<file path="src/rtl/jpeg_enc_pkg.sv">
// Shared constants and types for the JPEG entropy-coding back end.
package jpeg_enc_pkg;
    localparam int         MAX_CODE    = 16;
    localparam int         MAX_VAL     = 11;
    localparam logic [7:0] STUFF_BYTE  = 8'h00;
    localparam logic [7:0] MARKER_BYTE = 8'hFF;

    typedef enum logic [1:0] {
        RUN   = 2'd0,
        PAD   = 2'd1,
        DRAIN = 2'd2
    } state_t;
endpackage

</file>
<file path="src/rtl/bit_accum_shifter.sv">
// Combinational merge of one masked symbol into an MSB-aligned bit accumulator,
// optionally after consuming the top byte.
module bit_accum_shifter
    import jpeg_enc_pkg::*;
#(
    parameter int ACC_W  = 64,
    parameter int FILL_W = 7,
    parameter int SYM_W  = MAX_CODE + MAX_VAL
) (
    input  logic [ACC_W-1:0]  i_acc,
    input  logic [FILL_W-1:0] i_fill,
    input  logic              i_shift8,
    input  logic              i_append,
    input  logic [15:0]       i_code,
    input  logic [7:0]        i_code_size,
    input  logic [15:0]       i_value,
    input  logic [7:0]        i_value_len,
    output logic [ACC_W-1:0]  o_acc,
    output logic [FILL_W-1:0] o_fill
);
    logic [15:0]       w_code_mask;
    logic [15:0]       w_value_mask;
    logic [SYM_W-1:0]  w_sym;
    logic [7:0]        w_len;
    logic [ACC_W-1:0]  w_acc_s;
    logic [FILL_W-1:0] w_fill_s;
    logic [7:0]        w_pos;
    logic [ACC_W-1:0]  w_sym_ext;

    assign w_code_mask  = 16'((32'd1 << i_code_size) - 32'd1);
    assign w_value_mask = 16'((32'd1 << i_value_len) - 32'd1);
    assign w_sym        = (SYM_W'(i_code & w_code_mask) << i_value_len)
                        | SYM_W'(i_value & w_value_mask);
    assign w_len        = i_code_size + i_value_len;

    // The new symbol lands just below the post-shift fill point.
    assign w_acc_s   = i_shift8 ? (i_acc << 8) : i_acc;
    assign w_fill_s  = i_shift8 ? (i_fill - FILL_W'(8)) : i_fill;
    assign w_pos     = 8'(ACC_W) - 8'(w_fill_s) - w_len;
    assign w_sym_ext = ACC_W'(w_sym) << w_pos;

    assign o_acc  = i_append ? (w_acc_s | w_sym_ext) : w_acc_s;
    assign o_fill = i_append ? (w_fill_s + FILL_W'(w_len)) : w_fill_s;
endmodule

</file>
<file path="src/rtl/huffman_bit_packer.sv">
// Packs Huffman code + amplitude symbols MSB-first into bytes, with 0xFF
// byte stuffing and a pad-with-ones flush.
module huffman_bit_packer
    import jpeg_enc_pkg::*;
#(
    parameter int ACC_W     = 64,
    parameter int P_MAXCODE = MAX_CODE,
    parameter int P_MAXVAL  = MAX_VAL
) (
    input  logic        clock,
    input  logic        reset_n,
    input  logic        in_valid,
    output logic        in_ready,
    input  logic [15:0] code,
    input  logic [7:0]  code_size,
    input  logic [15:0] value,
    input  logic [7:0]  value_len,
    input  logic        flush_req,
    output logic        out_valid,
    input  logic        out_ready,
    output logic [7:0]  out_byte,
    output logic        flush_done,
    output logic [31:0] byte_count,
    output logic        err
);
    localparam int FILL_W   = $clog2(ACC_W + 1);
    localparam int IN_LIMIT = ACC_W - (P_MAXCODE + P_MAXVAL);
    localparam logic [ACC_W-1:0] ALL_ONES = '1;

    state_t            r_state, w_state_nxt;
    logic [ACC_W-1:0]  r_acc, w_acc_nxt;
    logic [FILL_W-1:0] r_fill, w_fill_nxt, w_fill_rnd, w_fill_final;
    logic              r_stuff, r_in_ready, r_flush_done, r_err;
    logic [31:0]       r_byte_count;
    logic              w_out_valid, w_pad_en, w_drain_done;
    logic              w_out_fire, w_in_fire, w_legal;
    logic [ACC_W-1:0]  w_pad_mask;

    assign w_legal    = (code_size <= 8'(P_MAXCODE)) && (value_len <= 8'(P_MAXVAL));
    assign w_in_fire  = in_valid && r_in_ready;
    assign w_out_fire = w_out_valid && out_ready;

    bit_accum_shifter #(
        .ACC_W (ACC_W),
        .FILL_W(FILL_W),
        .SYM_W (P_MAXCODE + P_MAXVAL)
    ) u_shifter (
        .i_acc      (r_acc),
        .i_fill     (r_fill),
        .i_shift8   (w_out_fire && !r_stuff),
        .i_append   (w_in_fire && w_legal),
        .i_code     (code),
        .i_code_size(code_size),
        .i_value    (value),
        .i_value_len(value_len),
        .o_acc      (w_acc_nxt),
        .o_fill     (w_fill_nxt)
    );

    // Ones between the current fill point and the next byte boundary.
    assign w_fill_rnd   = (r_fill + FILL_W'(7)) & ~FILL_W'(7);
    assign w_pad_mask   = ~(ALL_ONES >> w_fill_rnd) & (ALL_ONES >> r_fill);
    assign w_fill_final = w_pad_en ? w_fill_rnd : w_fill_nxt;

    always_ff @(posedge clock or negedge reset_n) begin
        if (!reset_n) r_state <= RUN;
        else          r_state <= w_state_nxt;
    end

    always_comb begin
        w_state_nxt = r_state;
        case (r_state)
            RUN:     if (flush_req) w_state_nxt = PAD;
            PAD:     w_state_nxt = DRAIN;
            DRAIN:   if (w_drain_done) w_state_nxt = RUN;
            default: w_state_nxt = RUN;
        endcase
    end

    always_comb begin
        w_out_valid  = 1'b0;
        w_pad_en     = 1'b0;
        w_drain_done = 1'b0;
        case (r_state)
            RUN:   w_out_valid = r_stuff || (r_fill >= FILL_W'(8));
            PAD:   w_pad_en = 1'b1;
            DRAIN: begin
                w_out_valid  = r_stuff || (r_fill >= FILL_W'(8));
                w_drain_done = (r_fill == '0) && !r_stuff;
            end
            default: ;
        endcase
    end

    always_ff @(posedge clock or negedge reset_n) begin
        if (!reset_n) begin
            r_acc        <= '0;
            r_fill       <= '0;
            r_stuff      <= 1'b0;
            r_in_ready   <= 1'b1;
            r_flush_done <= 1'b0;
            r_byte_count <= '0;
            r_err        <= 1'b0;
        end else begin
            r_acc        <= w_pad_en ? (r_acc | w_pad_mask) : w_acc_nxt;
            r_fill       <= w_fill_final;
            r_in_ready   <= (w_state_nxt == RUN) && (w_fill_final <= FILL_W'(IN_LIMIT));
            r_flush_done <= w_drain_done;
            if (w_out_fire) begin
                r_stuff      <= !r_stuff && (out_byte == MARKER_BYTE);
                r_byte_count <= r_byte_count + 32'd1;
            end
            if (w_in_fire && !w_legal) r_err <= 1'b1;
        end
    end

    assign in_ready   = r_in_ready;
    assign out_valid  = w_out_valid;
    assign out_byte   = r_stuff ? STUFF_BYTE : r_acc[ACC_W-1 -: 8];
    assign flush_done = r_flush_done;
    assign byte_count = r_byte_count;
    assign err        = r_err;
endmodule

</file>
<file path="config.mk">
export PLATFORM = sky130hd
export DESIGN_NAME = huffman_bit_packer
export DESIGN_NICKNAME = d
export VERILOG_FILES = /design/src/rtl/jpeg_enc_pkg.sv /design/src/rtl/bit_accum_shifter.sv /design/src/rtl/huffman_bit_packer.sv
export SDC_FILE = /design/constraint.sdc
export NUM_CORES = 1
export LEC_CHECK = 0
export ABC_AREA = 1
export ABC_CLOCK_PERIOD_IN_PS = 4550
export CAP_MARGIN = 20
export CORE_MARGIN = 3
export CORE_UTILIZATION = 25
export DETAILED_ROUTE_END_ITERATION = 10
export MAX_ROUTING_LAYER = met4
export PLACE_DENSITY_LB_ADDON = 0.15
export SYNTH_ARGS = -nofsm -noshare
export SYNTH_HDL_FRONTEND = slang
export SYNTH_SLANG_ARGS = --single-unit
</file>
<file path="constraint.sdc">
create_clock -name clock -period 4.55 [get_ports clock]
set_input_delay 0.455 -clock clock [delete_from_list [all_inputs] [get_ports clock]]
set_output_delay 0.455 -clock clock [all_outputs]
set_load 0.05 [all_outputs]
</file>
==> impl_results.md, run 1 <==
- Met2 WL: about 23 mm
- GRT Resource Usage Total: 0.2109
- Leading cell types in the layout, fill and taps excluded: sky130_fd_sc_hd__nand2_1, sky130_fd_sc_hd__nand3_1, sky130_fd_sc_hd__inv_1
- Cell type group with the largest total delay on the critical path: buffers and inverters
- # H-tree levels: 3
- Die area: 48,690 µm²
- Cell Area, Placed: ~14,000 µm²
- Share of post-route cells with drive strength above 1: 0.2057
- Top Layer Used: met4
- Worst min-delay path class: primary input to asynchronous set/reset pin
- Worst Setup Path Type: primary input to flip-flop
- Final GP Congestion: approximately 0.95
- Non-Filler Cell Area, Final: about 15,000 µm²
- DRT iter0 DRCs: 1,212
- Metal3 WL: 2.289 mm
- Synth Net Count: between 1,500 and 2,000
- Row count: 78
- Clock latency at the later pin of the worst-skew pair: around 0.36 ns
- Detailed-routing iteration count for the pre-antenna-repair pass: 6
- Routed WL: 49.86 mm
- Area occupied by multi-input gates: 8653 µm²
- Most used DFF post-synth: sky130_fd_sc_hd__dfrtp_1
- Count of buffers inserted at the top-level ports: between 90 and 100
- FF+latch count, synth: approximately 110
- Share of the synthesized area in the top cell type: 0.2346
- Number of clock sinks seen by CTS: approximately 110
- Sequential fraction of the synthesis area: 0.2369
- Share of synthesized cell area in and, or, nand and nor gates: 0.4316
- Synth area leaders: sky130_fd_sc_hd__dfrtp_1, sky130_fd_sc_hd__nand3_1, sky130_fd_sc_hd__nand2_1, sky130_fd_sc_hd__inv_1, sky130_fd_sc_hd__a21oi_1
- Total number of vias: 13,747
- Endpoints failing hold: 0
- Most common library cell in the layout ignoring fill and taps: sky130_fd_sc_hd__nand2_1
- Maximum clock path buffer count: 2
- Max VDD drop: between 0.0007 and 0.0008 V
- Period Utilization, post-route: 0.9868
- LEAKAGE: ~7.2 nW
- Slowest stage cell, crit path: sky130_fd_sc_hd__clkdlybuf4s50_1
- Clock buffers created by TritonCTS: 9
- Worst slew margin relative to its limit: 0.3061
- Cell count along the critical path: 26
- Stage delay of the slowest cell on the critical path: 0.60 ns
- Result of the run: complete, no violations
- Number of max-cap violations: 0
- IO Count: 97
- Yosys top cell by area: sky130_fd_sc_hd__dfrtp_1
- Average footprint of a synthesized cell: 6.089 µm²
- Number of buffers added to fix hold violations after cts: 0
- Shortest period the worst path allows: between 4 and 5 ns
- Crit end category: flip-flop
- WL per Instance: 18.60 µm
- Mapped cell area: ~12,000 µm²
- Largest family of logic cells by synthesized area: simple AND/OR/NAND/NOR gates
- Number of distinct library cells after synthesis: between 50 and 60
- Adder and majority gate portion of the synthesized area: 0.04323
- CP max FO: 7
- Wire length of the first global-routing pass: around 78 mm
- Antenna violations before repair: 0
- PD cells: roughly 750 nW/µm²
- Met1 wire length: approximately 23 mm
- Clock Pin Slew Worst Setup and Hold Paths: roughly 0.07 ns
- Die Span Y: approximately 220 µm
- Crit path launch type: primary input
- Cell count after placement: 2,634
- Number of standard cells in the layout, taps in and fillers out: roughly 2,700
- Antenna Nets Post-Route: 0
- RSZ-0062 raised after global routing: true
- Root buffer cell: sky130_fd_sc_hd__clkbuf_16
- Register-to-Register Path Depth: 32
- Measured slew at the worst slew-check pin: between 1 and 1.5 ns
- Detailed placer's ending HPWL: between 30 and 40 mm
- Effective utilization at floorplan: 0.2533
- Post-DR vias/cell: just over 5
- Worst path arrival time: approximately 4.8 ns
- Filler cell count: approximately 5,100
- Xor and xnor area share after synthesis: 0.03497
- Drc violations: 0
- Die boundary width: between 200 and 250 µm
- Required time at the worst-slack endpoint: 4.84 ns
- Maximum clock frequency: 222.7 MHz
- Count of final setup violators: 0
- Synth-to-layout area growth: 34.20%
- Hold slack final: ~0.19 ns
- GR Overflow Total: 0
- Portion of netlist area occupied by mux cells: 0
- Core area: approximately 45,000 µm²
- TritonCTS clock tree: done
- Buf+Inv Stages, Crit Path: 6
- Async S/R FF share, synth: 1.000
- Compound-Gate Fraction of Synth Area: 0.1566
- Number of antenna repair diodes: 0
- Count of flip-flops with a built-in enable after synthesis: 0
- Fin nets: between 2,000 and 2,500
- Number of global-route vias before repair: ~13,000
- Max-slew violation count: 0
- Power, Total: roughly 12 mW
- Area taken by flip-flops and latches: approximately 2700 µm²
- Most frequent cell on the critical path: sky130_fd_sc_hd__nand2_1
- Yosys warnings: 0
- Instance count of the mapped netlist: between 1,500 and 2,000
- Clock skew: about 0.0092 ns
- Largest net degree at the start of global routing: 73
## layer usage
| metal | vias up | track usage |
|---|---|---|
| met4 | 0 | 0.05204 |
| li1 | 6770 | - |
| met3 | 72 | 0.01840 |
| met5 | - | - |
| met2 | 426 | 0.3407 |
| met1 | 6479 | 0.2860 |
## registers in the layout, summed over array words and instances (netlist names)
signal / count
r_acc: 64
byte_count: 32
r_fill: 7
r_state: 2
err: 1
flush_done: 1
in_ready: 1
r_stuff: 1
## metrics by stage
step	setup WS [ns]	setup TNS (ns)	utilization
after floorplan	0.01706	0	-
after global placement	-0.7847	-38.86	0.3076
after detailed placement	-0.7693	-38.32	0.3077
after CTS	0.003239	0	0.3237
after global routing	-0.1899	-7.617	0.3399
final	0.05984	0	0.3399
## report_power, final
part,leakage (nW),switching (mW),internal (mW),total (mW)
Sequential,1.32,0.248,1.33,1.58
Clock,0.128,0.360,0.397,0.757
Combinational,5.74,5.95,3.27,9.22
Total,7.19,6.56,5.00,11.6
## cell usage after synthesis, drive strengths merged (5+ instances only)
master / count
clkbuf: 62
nor2: 183
xnor2: 14
nor3: 29
xor2: 32
dfrtp: 108
nand4: 52
nand2: 417
o21ai: 111
a22oi: 13
nand3: 395
a21boi: 9
nor4: 5
a21oi: 126
inv: 192
a31oi: 7
clkinv: 5
a211oi: 18
buf: 32
ha: 35
## worst reg2reg max path: cells and delay by family, from the launching register on
kind / cells / cell delay (ns)
buffers and inverters: 7 / 0.61
xor gates and xnor gates: 3 / 0.56
and+or+nand+nor: 12 / 1.40
adders and majority gates: 2 / 0.47
AOI/OAI and AO/OA: 8 / 0.95
DFF: 1 / 0.42
## timing repair
action | CTS | global route
setup buffers | 24 | 9
resized for setup | 59 | 162
setup endpoints to repair | 64 | 64
pin swaps | 24 | 53
## final timing paths
path	start	slack, ns	end
hold reg to reg	r_state[0]$_DFF_PN0_	0.45	r_state[0]$_DFF_PN0_
setup reg to reg	r_fill[6]$_DFF_PN0_	0.08	r_acc[4]$_DFF_PN0_
max in group asynchronous	reset_n	3.42	r_acc[54]$_DFF_PN0_
hold / removal	reset_n	0.19	byte_count[23]$_DFFE_PN0P_
setup / recovery	value_len[3]	0.06	r_acc[4]$_DFF_PN0_
min in group clock	r_state[0]$_DFF_PN0_	0.45	r_state[0]$_DFF_PN0_
## area by class of cell
type / instances / area share
clock inverters: 1 / 0.0004856
flip-flops and latches: 109 / 0.1765
multi-input cells: 1492 / 0.5597
repair buffers: 269 / 0.1495
clock buffers: 13 / 0.01683
inverters: 197 / 0.04840
well taps: 600 / 0.04856
## cells by family (layout without fill, tap and decap cells)
kind of cell | count (synthesis) | in the layout
xor gates and xnor gates | 46 | 46
DFF | 109 | 109
adders and majority gates | 38 | 38
AOI/OAI and AO/OA | 317 | 317
and+or+nand+nor | 1091 | 1091
buffers and inverters | 291 | 480
Note: power is estimated with default switching activity, not from simulation.
==> inputs of run 2 (changes only) <==
- SLEW_MARGIN: not set -> 10
==> impl_results.md, run 2 (synthesis gave the netlist of run 1 again) <==
- Result of the run: complete, but fails checks
- Violated checks: negative setup slack
- Register-to-Register Path Depth: 32 (unchanged)
- IO Count: 97 (unchanged)
- Clock skew: 0.01740 ns (+0.008152 ns)
- TritonCTS clock tree: done
- Total number of vias: 13,716 (-0.23%)
- Row count: 78 (unchanged)
- DRT iter0 DRCs: 1,261 (+4.0%)
- Number of global-route vias before repair: 13,235 (-0.96%)
- Maximum clock path buffer count: 2 (unchanged)
- Detailed-routing iteration count for the pre-antenna-repair pass: 6 (unchanged)
- Most common library cell in the layout ignoring fill and taps: sky130_fd_sc_hd__nand2_1
- Least setup slack across all paths after layout: -0.01141 ns (-0.07125 ns)
- Post-DR vias/cell: 5.153 (+0.49%)
- Clock buffers created by TritonCTS: 9 (unchanged)
- LEAKAGE: 7.120 nW (-0.94%)
- Cell count after placement: 2,634 (unchanged)
- Crit end category: flip-flop
- Worst path arrival time: 4.86 ns (+0.08 ns)
- Number of buffers added to fix hold violations after cts: 0 (unchanged)
- Routed WL: 49.49 mm (-0.73%)
- Root buffer cell: sky130_fd_sc_hd__clkbuf_16
- Synth-to-layout area growth: 33.56%
- Wire length of the first global-routing pass: 77.38 mm (-1.0%)
- Required time at the worst-slack endpoint: 4.85 ns (about the same)
- Number of antenna repair diodes: 0 (unchanged)
- GR Overflow Total: 0 (unchanged)
- Worst slew margin relative to its limit: 0.2922 (-0.01398)
- Worst min-delay path class: primary input to asynchronous set/reset pin
- R2r setup slk: 0.04 ns (-0.04 ns)
- Launching point of the worst reg2reg path: r_fill[0]$_DFF_PN0_
- Drc violations: 0 (unchanged)
- Die Span Y: 220.7 µm (unchanged)
- Launching instance or port of the critical path: value_len[3]
- Met1 wire length: 23.12 mm (-0.48%)
- Clock latency at the later pin of the worst-skew pair: 0.37 ns (about the same)
- Power, Total: 11.62 mW (+0.49%)
- Measured slew at the worst slew-check pin: 1.062 ns (+0.02096 ns)
- Most flop-heavy register: r_acc
- Endpoints failing hold: 0 (unchanged)
- Clock Pin Slew Worst Setup and Hold Paths: 0.08 ns (about the same)
- Effective utilization at floorplan: 0.2533 (unchanged)
- Met2 WL: 22.79 mm (-2.0%)
- PD cells: 755.0 nW/µm² (+0.97%)
- Maximum clock frequency: 219.2 MHz (-1.6%)
- Max-slew violation count: 0 (unchanged)
- Count of buffers inserted at the top-level ports: 96 (unchanged)
- Detailed placer's ending HPWL: 39.17 mm (about the same)
- Number of standard cells in the layout, taps in and fillers out: 2,662 (-0.71%)
- Capturing point of the worst reg2reg path: r_acc[4]$_DFF_PN0_
- Max VDD drop: 0.0007454 V (+4.9%)
- RSZ-0062 raised after global routing: true
- Period Utilization, post-route: 1.003 (+0.01566)
- Antenna violations before repair: 0 (unchanged)
- Share of post-route cells with drive strength above 1: 0.2027 (-0.002955)
- Fin nets: 2,148 (-0.97%)
- Shortest period the worst path allows: 4.561 ns (+0.07125 ns)
- Leading cell types in the layout, fill and taps excluded: sky130_fd_sc_hd__nand2_1, sky130_fd_sc_hd__nand3_1, sky130_fd_sc_hd__inv_1
- Final GP Congestion: 0.9503 (unchanged)
- Die boundary width: 220.7 µm (unchanged)
- Core area: 45,480 µm² (unchanged)
- WL per Instance: 18.59 µm (about the same)
- Metal3 WL: 2.205 mm (-3.7%)
- GRT Resource Usage Total: 0.2089 (-0.001999)
- Die area: 48,690 µm² (unchanged)
- Crit path launch type: primary input
- # H-tree levels: 3 (unchanged)
- Largest net degree at the start of global routing: 73 (unchanged)
- Count of final setup violators: 1 (+1)
- Number of clock sinks seen by CTS: 109 (unchanged)
- Top Layer Used: met4
- Number of max-cap violations: 0 (unchanged)
- Antenna Nets Post-Route: 0 (unchanged)
- Flip-flop count of the largest register, all copies and words added: 64 (unchanged)
- Worst Setup Path Type: primary input to flip-flop
- CP max FO: 6 (-1)
- Critical path endpoint: r_acc[4]$_DFF_PN0_
-- run 2: cell types whose count changed in the layout (fill, tap and decap cells not counted), sizes merged --
cell          change
dlygate4sd2       -2
buf              -21
bufinv            +1
clkinvlp          -1
clkinv            +1
dlymetal6s2s      +2
clkbuf            +1
-- run 2: worst min path at each step --
stage | start | end | slack [ns] | depth (start not counted)
after floorplan | reset_n | byte_count[0]$_DFFE_PN0P_ | 0.16 | 0
after global placement | r_state[0]$_DFF_PN0_ | r_state[0]$_DFF_PN0_ | 0.44 | 1
after detailed placement | r_state[0]$_DFF_PN0_ | r_state[0]$_DFF_PN0_ | 0.44 | 1
after CTS | reset_n | r_acc[51]$_DFF_PN0_ | 0.23 | 1
after global routing | reset_n | byte_count[27]$_DFFE_PN0P_ | 0.25 | 1
final | reset_n | byte_count[28]$_DFFE_PN0P_ | 0.20 | 1
-- run 2: worst max-delay path, cell delays in order --
cell and delay [ns]:
sky130_fd_sc_hd__clkdlybuf4s50_1 0.61, sky130_fd_sc_hd__ha_2 0.38, sky130_fd_sc_hd__a21oi_1 0.22, sky130_fd_sc_hd__nand2_1 0.08
sky130_fd_sc_hd__nand2_1 0.08, sky130_fd_sc_hd__nand2_1 0.05, sky130_fd_sc_hd__a21oi_1 0.15, sky130_fd_sc_hd__xor2_1 0.26
sky130_fd_sc_hd__ha_4 0.26, sky130_fd_sc_hd__inv_4 0.06, sky130_fd_sc_hd__ha_4 0.21, sky130_fd_sc_hd__a21oi_4 0.16
sky130_fd_sc_hd__xnor2_2 0.14, sky130_fd_sc_hd__xor2_2 0.25, sky130_fd_sc_hd__buf_6 0.19, sky130_fd_sc_hd__inv_4 0.05
sky130_fd_sc_hd__a21oi_4 0.13, sky130_fd_sc_hd__nand2_1 0.08, sky130_fd_sc_hd__o21ai_2 0.10, sky130_fd_sc_hd__inv_2 0.06
sky130_fd_sc_hd__nand2_1 0.10, sky130_fd_sc_hd__nand3_2 0.11, sky130_fd_sc_hd__o21ai_4 0.10, sky130_fd_sc_hd__buf_4 0.14
sky130_fd_sc_hd__nand4_1 0.22, sky130_fd_sc_hd__a21oi_1 0.20
-- run 2: area by class of cell --
type                       count  area [µm²]
fill                        5034       30090
clock buffer                  14       284.0
timing repair buffer         248        2173
sequential                   109        2729
tap                          600       750.7
multi-input combinational   1492        8662
clock inverter                 2       38.79
inverter                     197       748.2
-- run 2: where the power goes --
group / leakage [nW] / switching [mW] / total, mW / internal, mW
combinational: 5.64 / 5.99 / 9.17 / 3.18
clock: 0.159 / 0.380 / 0.870 / 0.490
sequential: 1.32 / 0.246 / 1.58 / 1.33
total: 7.12 / 6.61 / 11.6 / 5.00
-- run 2: routing by layer --
layer  track usage  vias up
li1              -     6722
met1        0.2854     6502
met2        0.3300      427
met3       0.01662       65
met4       0.06398        0
met5             -        -
-- run 2: through the flow --
stage	setup slack (ns)	hold WS [ns]	setup TNS [ns]	util	instance area, µm²
after floorplan	0.01706	0.1594	0	-	11530
after global placement	-0.7847	0.4411	-38.86	0.3076	13990
after detailed placement	-0.7166	0.4428	-37.76	0.3077	13990
after CTS	0.002548	0.2252	0	0.3214	14620
after global routing	-0.2305	0.2479	-9.032	0.3383	15390
final	-0.01141	0.2047	-0.01141	0.3383	15390
-- run 2: repair_timing --
item / CTS / global route
gates resized for setup: 56 / 178
endpoints found under the setup margin: 64 / 64
pin swaps: 17 / 49
setup buffers: 6 / 6
==> inputs of run 3 (changes only) <==
- HOLD_SLACK_MARGIN: not set -> 0.03
- PLACE_DENSITY_LB_ADDON: 0.15 -> not set
==> impl_results.md, run 3 (synthesis gave the netlist of run 1 again) <==
- Largest net degree at the start of global routing: 73 (unchanged)
- Global routing met1 resource utilization: 0.2551 (-0.03030)
- Antenna violations before repair: 0 (unchanged)
- Sum of negative setup slack: 0 ns (+0.01141 ns)
- Root buffer cell: sky130_fd_sc_hd__clkbuf_16
- Row count: 78 (unchanged)
- Max VDD drop: 0.0006251 V (-16%)
- Share of post-route cells with drive strength above 1: 0.1636 (-0.03914)
- Leading cell types in the layout, fill and taps excluded: sky130_fd_sc_hd__nand2_1, sky130_fd_sc_hd__nand3_1, sky130_fd_sc_hd__inv_1
- Die Span Y: 220.7 µm (unchanged)
- Die area: 48,690 µm² (unchanged)
- Most utilized layer in the global route result: met2
- Maximum clock path buffer count: 2 (unchanged)
- Number of max-cap violations: 0 (unchanged)
- GR Overflow Total: 0 (unchanged)
- Worst min-delay path class: primary input to asynchronous set/reset pin
- Endpoints failing hold: 0 (unchanged)
- Total number of vias: 13,785 (+0.50%)
- Clock latency at the later pin of the worst-skew pair: 0.36 ns (about the same)
- Most common library cell in the layout ignoring fill and taps: sky130_fd_sc_hd__nand2_1
- Number of global-route vias before repair: 13,108 (-0.96%)
- Detailed-routing iteration count for the pre-antenna-repair pass: 5 (-1)
- Most frequent cell on the critical path: sky130_fd_sc_hd__nand3_2
- LEAKAGE: 6.905 nW (-3.0%)
- Filler cell count: 5,004 (-0.60%)
- Routed WL: 45.76 mm (-7.5%)
- Synth-to-layout area growth: 29.13%
- Number of buffers added to fix hold violations after cts: 0 (unchanged)
- Worst slew margin relative to its limit: 0.3091 (+0.01695)
- Maximum clock frequency: 223.6 MHz (+2.0%)
- Clock Pin Slew Worst Setup and Hold Paths: 0.07 ns (about the same)
- Most flop-heavy register: r_acc
- Count of final setup violators: 0 (-1)
- Required time at the worst-slack endpoint: 4.82 ns (-0.03 ns)
- Measured slew at the worst slew-check pin: 1.025 ns (-0.03626 ns)
- Max-slew violation count: 0 (unchanged)
- Die boundary width: 220.7 µm (unchanged)
- Antenna Nets Post-Route: 0 (unchanged)
- Fin nets: 2,135 (-0.61%)
- Hold slack final: 0.05929 ns (-0.1454 ns)
- Wire length of the first global-routing pass: 71.64 mm (-7.4%)
- Power, Total: 11.09 mW (-4.6%)
- Detailed placer's ending HPWL: 35.82 mm (-8.5%)
- Slowest stage cell, crit path: sky130_fd_sc_hd__dfrtp_1
- Final GP Congestion: 0.9289 (-2.3%)
- Clock skew: 0.01250 ns (-0.004900 ns)
- Core area: 45,480 µm² (unchanged)
- Crit path launch type: flip-flop
- Shortest period the worst path allows: 4.472 ns (-0.08906 ns)
- CP max FO: 7 (+1)
- Effective utilization at floorplan: 0.2533 (unchanged)
- Period Utilization, post-route: 0.9829 (-0.01957)
- Drc violations: 0 (unchanged)
- PD cells: 745.4 nW/µm² (-1.3%)
- GRT Resource Usage Total: 0.1879 (-0.02093)
- Flip-flop count of the largest register, all copies and words added: 64 (unchanged)
- Fraction of met3 tracks used by global routing: 0.01675 (+0.0001373)
- Result of the run: complete, no violations
- DRT iter0 DRCs: 1,543 (+22%)
- Count of buffers inserted at the top-level ports: 96 (unchanged)
- Number of clock sinks seen by CTS: 109 (unchanged)
- Met2 track demand over resource: 0.3035 (-0.02651)
- # H-tree levels: 3 (unchanged)
- Number of antenna repair diodes: 0 (unchanged)
- Crit end category: flip-flop
- RSZ-0062 raised after global routing: true
- IO Count: 97 (unchanged)
- TritonCTS clock tree: done
- Worst Setup Path Type: flip-flop to flip-flop
- Stage delay of the slowest cell on the critical path: 0.42 ns (-0.19 ns)
- WL per Instance: 17.28 µm (-7.0%)
- Worst path arrival time: 4.74 ns (-0.12 ns)
- Clock buffers created by TritonCTS: 9 (unchanged)
- Post-DR vias/cell: 5.206 (+1.0%)
[run 3: layout make-up]
type / count / area, µm² / area share
Multi-Input combinational cell: 1492 / 8285 / 0.5570
Sequential cell: 109 / 2729 / 0.1834
Timing Repair Buffer: 235 / 2088 / 0.1404
Clock inverter: 6 / 53.80 / 0.003617
Clock buffer: 9 / 225.2 / 0.01514
Inverter: 197 / 743.2 / 0.04996
Tap cell: 600 / 750.7 / 0.05047
[run 3: worst paths after layout]
| check | startpoint | cells past startpoint | slack [ns] | end |
|---|---|---|---|---|
| worst max register to register | r_fill[1]$_DFF_PN0_ | 32 | 0.08 | r_acc[26]$_DFF_PN0_ |
| min in group clock | r_state[0]$_DFF_PN0_ | 1 | 0.48 | r_state[0]$_DFF_PN0_ |
| worst min-delay path | reset_n | 1 | 0.06 | r_state[1]$_DFF_PN0_ |
| max in group asynchronous | reset_n | 2 | 3.56 | byte_count[1]$_DFFE_PN0P_ |
| worst min register to register | r_state[0]$_DFF_PN0_ | 1 | 0.48 | r_state[0]$_DFF_PN0_ |
| worst max-delay path | r_fill[1]$_DFF_PN0_ | 32 | 0.08 | r_acc[26]$_DFF_PN0_ |
[run 3: metal layers]
metal  vias to the layer above  routed length (µm)
li1                       6695                   -
met1                      6473               20920
met2                       557               20950
met3                        60                2948
met4                         0                 937
met5                         -                   0
[run 3: repair_timing]
action	in CTS	in global routing
buffers inserted	2	7
endpoints found under the setup margin	64	64
pin swaps	20	28
gates resized for setup	40	113
gates cloned	0	0
[run 3: power breakdown]
part	internal [mW]	total [mW]	switching, mW
clock	0.380	0.771	0.391
combinational	3.05	8.73	5.68
sequential	1.33	1.59	0.256
total	4.76	11.1	6.33
[run 3: through the flow]
stage,instance area (µm²),worst slack [ns],utilization,instances
finish,14880,0.07765,0.3271,2648
global route,14880,-0.2834,0.3271,2648
CTS,14420,0.0009464,0.3170,2641
detailed placement,13940,-0.6530,0.3066,2624
global placement,13940,-0.5526,0.3066,2624
floorplan,11530,0.01706,-,1892
[run 3: worst max-delay path, delay by kind of cell, from the launching register on]
kind | cells | cell delay, ns
and+or+nand+nor | 18 | 2.00
xor gates and xnor gates | 3 | 0.63
AOI/OAI and AO/OA | 5 | 0.59
adders and majority gates | 2 | 0.50
DFF | 1 | 0.42
buffers and inverters | 4 | 0.27
